### config.mk
export PLATFORM = sky130hd
export DESIGN_NAME = shift_add_multiplier_4bit
export DESIGN_NICKNAME = d
export VERILOG_FILES = /design/src/rtl/shift_add_multiplier_4bit.sv
export SDC_FILE = /design/constraint.sdc
export NUM_CORES = 1
export LEC_CHECK = 0
export ABC_AREA = 1
export BUFFER_PORTS_ARGS = -buffer_cell sky130_fd_sc_hd__buf_2
export CORE_MARGIN = 5
export CORE_UTILIZATION = 53
export DETAILED_ROUTE_END_ITERATION = 8
export GPL_TIMING_DRIVEN = 0
export PLACE_DENSITY = 0.77
export SYNTH_ARGS = -nofsm -noshare
export SYNTH_HDL_FRONTEND = slang
export SYNTH_SLANG_ARGS = --single-unit
### constraint.sdc
create_clock -name clk -period 2.95 [get_ports clk]
set_input_delay 0 -clock clk [delete_from_list [all_inputs] [get_ports clk]]
set_output_delay 0 -clock clk [all_outputs]
set_load 0.01 [all_outputs]
### src/rtl/shift_add_multiplier_4bit.sv
// shift_add_multiplier_4bit: sequential 4x4 unsigned shift-and-add multiplier
// with a start/busy/done handshake. The per-iteration partial-sum add uses a
// 4-bit ripple adder (Four_Bit_Adder_Struc) for both its sum and carry-out.
// Optional feature macro: ZERO_SKIP_EN. When it is defined, a zero operand
// goes straight to DONE with a zero product.

// Four_Bit_Adder_Struc: 4-bit ripple-carry adder built from full-adder cells.
module Four_Bit_Adder_Struc (
    input  logic [3:0] a_i,
    input  logic [3:0] b_i,
    input  logic       cin_i,
    output logic [3:0] sum_c,
    output logic       cout_c
);
    localparam int unsigned W = 4;

    logic [W:0] carry;

    assign carry[0] = cin_i;

    // One full-adder cell per bit, carry rippling upward.
    for (genvar i = 0; i < W; i++) begin : g_fa
        assign sum_c[i]     = a_i[i] ^ b_i[i] ^ carry[i];
        assign carry[i + 1] = (a_i[i] & b_i[i]) | (carry[i] & (a_i[i] ^ b_i[i]));
    end

    assign cout_c = carry[W];
endmodule

module shift_add_multiplier_4bit (
    input  logic       clk,
    input  logic       rst,
    input  logic       start,
    input  logic [3:0] a,
    input  logic [3:0] b,
    output logic       busy,
    output logic       done,
    output logic [7:0] p
);
    localparam int unsigned OPW  = 4;
    localparam int unsigned PW   = 8;
    localparam int unsigned CNTW = 3;
    localparam logic [CNTW-1:0] LAST_ITER = CNTW'(3);

    typedef enum logic [1:0] {
        S_IDLE = 2'd0,
        S_CALC = 2'd1,
        S_DONE = 2'd2
    } state_e;

    state_e          state_q, state_d;
    logic [OPW-1:0]  m_q, m_d;
    logic [OPW-1:0]  a_q, a_d;
    logic [OPW-1:0]  q_q, q_d;
    logic [CNTW-1:0] cnt_q, cnt_d;
    logic [PW-1:0]   p_q, p_d;
    logic            busy_q, busy_d;
    logic            done_q, done_d;

    logic [OPW-1:0]  add_sum_c;
    logic            add_cout_c;
    logic [OPW-1:0]  part_a_c;
    logic            part_c_c;

    // Partial-sum adder: A + M, carry kept for the shift into A[3].
    Four_Bit_Adder_Struc u_adder (
        .a_i    (a_q),
        .b_i    (m_q),
        .cin_i  (1'b0),
        .sum_c  (add_sum_c),
        .cout_c (add_cout_c)
    );

    // Select {C,A}: added partial when the current multiplier bit is set.
    always_comb begin
        part_a_c = a_q;
        part_c_c = 1'b0;
        if (q_q[0]) begin
            part_a_c = add_sum_c;
            part_c_c = add_cout_c;
        end
    end

    // Next-state, datapath and registered-output decode.
    always_comb begin
        state_d = state_q;
        m_d     = m_q;
        a_d     = a_q;
        q_d     = q_q;
        cnt_d   = cnt_q;
        p_d     = p_q;

        case (state_q)
            S_IDLE: begin
                if (start) begin
                    m_d     = a;
                    q_d     = b;
                    a_d     = '0;
                    cnt_d   = '0;
                    state_d = S_CALC;
`ifdef ZERO_SKIP_EN
                    if ((a == '0) || (b == '0)) begin
                        state_d = S_DONE;
                        p_d     = '0;
                    end
`endif
                end
            end
            S_CALC: begin
                // Right shift of {C,A,Q}: carry enters A[3], A[0] enters Q[3].
                a_d   = {part_c_c, part_a_c[OPW-1:1]};
                q_d   = {part_a_c[0], q_q[OPW-1:1]};
                cnt_d = cnt_q + CNTW'(1);
                if (cnt_q == LAST_ITER) begin
                    state_d = S_DONE;
                    p_d     = {a_d, q_d};
                end
            end
            S_DONE: begin
                state_d = S_IDLE;
            end
            default: begin
                state_d = S_IDLE;
            end
        endcase

        busy_d = (state_d != S_IDLE);
        done_d = (state_d == S_DONE);
    end

    // State and datapath registers with synchronous reset.
    always_ff @(posedge clk) begin
        if (rst) begin
            state_q <= S_IDLE;
            m_q     <= '0;
            a_q     <= '0;
            q_q     <= '0;
            cnt_q   <= '0;
            p_q     <= '0;
            busy_q  <= 1'b0;
            done_q  <= 1'b0;
        end else begin
            state_q <= state_d;
            m_q     <= m_d;
            a_q     <= a_d;
            q_q     <= q_d;
            cnt_q   <= cnt_d;
            p_q     <= p_d;
            busy_q  <= busy_d;
            done_q  <= done_d;
        end
    end

    assign busy = busy_q;
    assign done = done_q;
    assign p    = p_q;
endmodule

==> impl_metrics.yaml <==
outcome:
  status: "finished clean"
setup_path:
  cpPeakStageDelay_ns: 0.40
  path_class: "reg2reg"
  timing.rr.start: "a_q[0]$_SDFFE_PP0P_"
  cp_data_arrival_time_ns: 2.39
  reg2regPathDepth: 10
  slowest_stage: "fa_1"
  start_kind: "flip-flop"
  crit_chain: "ha_1, inv_1, fa_1, fa_1, inv_1, fa_1, nand2_1, nand2_1, nand2_1, a21oi_1"
  regToRegSetupSlack_ns: 0.76
  cp_max_fo: 3
  cp.required_ns: 3.15
  critPathCaptureType: "flip-flop"
  reg2reg_to: "a_q[2]$_SDFFE_PP0P_"
yosys:
  ys_warn_count: 0
  synth_area_um2: 1140
  synth_top_cell_by_area: "dfxtp_1"
  async_flop_share_pct: 0
  synth_top_area_share_pct: 47.5
  ys_ff_latch: 27
  yosysSeqAreaShare_pct: 47.5
  synthFlopType: "dfxtp_1"
  yosys.cell_types.count: 16
  synth_most_common_cell: "nand2_1"
  syn_area_per_cell_um2: 7.59
  syn_nets: 167
  syn-instance-count: 150
  synthTopCellsByCount: "nand2_1 (40), dfxtp_1 (27), nor2_1 (23), o21ai_0 (14)"
  ys_top_cells_by_area: "dfxtp_1 (47%), nand2_1 (13%), nor2_1 (7.6%)"
  synth-edff-count: 0
layout:
  synthToLayoutAreaGrowth_pct: 20.2
  nets: 199
  n_antenna_cell: 0
  layout-drive-gt1-share_pct: 16.0
  final_util_pct: 68.4
floorplanning:
  chipWidth_um: 56.4
  initial_utilization_pct: 56.9
  rows: 16
  design.portCount: 21
  die_area_um2: 3180
  core_area_um2: 2000
  dieHeight_um: 56.4
drt:
  avgViaCountPerCell: 4.90
  vias: 1019
  wl_per_cell_um: 11.2
  wl_mm: 2.33
  drc: 0
  drt_iter0_markers: 32
  dr.pass1.iters: 5
  final_antenna_net_count: 0
grt:
  grt_pass1_vias: 953
  antenna_found_initial: 0
  grt_first_pass_wirelength_mm: 3.93
  grt_util_met1_pct: 19.5
  met3_usage_pct: 2.98
  grt_max_degree: 15
  gr-usage-met2_pct: 25.9
  grt.total_usage_pct: 15.4
  gr-max-usage-layer: "met2"
  grt_overflow: 0
pwr:
  total_power_w: 0.000612
  peakVddDrop_uv: 284
  leakage_nw: 0.623
  switchingPower_w: 0.000153
  p_int_w: 0.000459
  switching_share_pct: 25.0
  clkPwrFrac_pct: 25.6
  p_comb_share_pct: 10.9
  p_seq_share_pct: 63.4
  cellPowerDensity_nw_per_um2: 447
sta:
  relSlewSlack_pct: 68.4
  setup-tns-final_ns: 0
  fin_crit_ns: 2.19
  rsz0062_at_grt: "no"
  hold_viol_final: 0
  worst_slew_pin_slew_ns: 0.474
  finalClockSkew_ns: 0.00429
  maxSlewViolCount: 0
  setup_viol: 0
  fmax_mhz: 457
  min_period_over_period_pct: 74.2
  hold-worst-slack_ns: 0.0187
clocking:
  cts_tree: "yes"
  cts_max_level: 1
  cts-root-buf: "clkbuf_4"
  insertion_delay_ns: 0.32
  cts_buffers: 3
  cts_buffer_depth: 2
  post_cts_buffers: 0
  clock-sinks: 27
  clk_pin_slew_ns: 0.13
place:
  place.port_buffers: 20
  place.gp.congestion: 0.791
  dpl.hpwl_mm: 1.61
worst_hold_path:
  min-delay-start: "b[3]"
  hold_depth: 3
  hold_path_end: "q_q[3]$_SDFFE_PP0P_"
  hp-class: "in2reg"
run:
  maxCapViolations: 0
-- metal layers --
| metal | share of wire [%] | vias up | wire [um] |
|---|---|---|---|
| met2 | 45 | 31 | 1050 |
| met3 | 5.6 | 6 | 131 |
| met5 | 0 | - | 0 |
| met4 | 1.9 | 0 | 44 |
| met1 | 47 | 447 | 1100 |
| li1 | - | 535 | - |
-- power by group through the flow --
stage / Sequential, W / Combinational [W] / Clock, W
finish: 0.000388 / 0.0000667 / 0.000157
global route: 0.000390 / 0.0000768 / 0.000178
CTS: 0.000388 / 0.0000654 / 0.000162
detailed placement: 0.000396 / 0.0000580 / 0
global placement: 0.000396 / 0.0000564 / 0
floorplan: 0.000394 / 0.0000392 / 0
-- final cells by class --
class	count	area, um2
buffer	2	7.51
clock buffer	4	26.3
fill	181	633
inverter	15	56.3
multi-input combinational	106	534
sequential	27	541
tap	27	33.8
timing repair buffer	27	170
-- flip-flops by register name, summed over array words and instances (netlist names) --
signal,cells
state_q,2
a_q,4
m_q,4
busy,1
done,1
p,8
cnt_q,3
q_q,4
-- timing repair --
action / CTS / global route
gates resized for setup: 0 / 0
hold buffers: 7 / 0
hold endpoints to repair: 9 / 0
-- metrics by stage --
stage | instances | instance area, um2 | setup WS (ns)
detailed placement | 197 | 1270 | 0.789
floorplan | 150 | 1140 | 0.910
finish | 208 | 1370 | 0.761
global route | 208 | 1370 | 0.603
global placement | 197 | 1270 | 0.811
CTS | 208 | 1370 | 0.769
-- kinds of logic (layout without fill, tap and decap cells) --
kind of cell	after synthesis	after routing	synth area share (%)
and+or+nand+nor	72	72	25.7
AOI/OAI and AO/OA	28	28	12.6
DFF	27	27	47.5
buffers and inverters	17	48	5.61
adders and majority gates	6	6	8.57
-- worst max path at each step --
stage / from / to / slack [ns] / cells past startpoint
5_1_grt: a_q[0]$_SDFFE_PP0P_ / a_q[2]$_SDFFE_PP0P_ / 0.60 / 10
4_1_cts: a_q[0]$_SDFFE_PP0P_ / a_q[2]$_SDFFE_PP0P_ / 0.77 / 10
6_report: a_q[0]$_SDFFE_PP0P_ / a_q[2]$_SDFFE_PP0P_ / 0.76 / 10
3_3_place_gp: a_q[0]$_SDFFE_PP0P_ / a_q[2]$_SDFFE_PP0P_ / 0.81 / 10
2_1_floorplan: a_q[0]$_SDFFE_PP0P_ / a_q[2]$_SDFFE_PP0P_ / 0.91 / 10
3_5_place_dp: a_q[0]$_SDFFE_PP0P_ / a_q[2]$_SDFFE_PP0P_ / 0.79 / 10
-- placed cells by master, fill, tap and decap left out --
cell,synthesis,layout
nand2_1,40,40
dfxtp_1,27,27
nor2_1,23,23
buf_2,0,20
o21ai_0,14,14
inv_1,13,13
a21oi_1,13,13
dlygate4sd3_1,0,7
nand3_1,4,4
clkbuf_1,2,3
fa_1,3,3
ha_1,3,3
clkbuf_4,0,3
nand2_2,2,2
inv_2,2,2
nor2_4,1,1
o21ai_2,1,1
and3_1,1,1
or2_1,1,1
-- critical path, delay by kind of cell, from the launching register on --
| kind | cells | cell delay, ns |
|---|---|---|
| adder cells (fa/ha/maj) | 4 | 1.30 |
| flip-flops | 1 | 0.39 |
| AND/OR/NAND/NOR | 3 | 0.20 |
| buffers and inverters | 2 | 0.13 |
| AO/OA/AOI/OAI | 1 | 0.07 |
No activity file was read; power rests on OpenSTA's default activity.
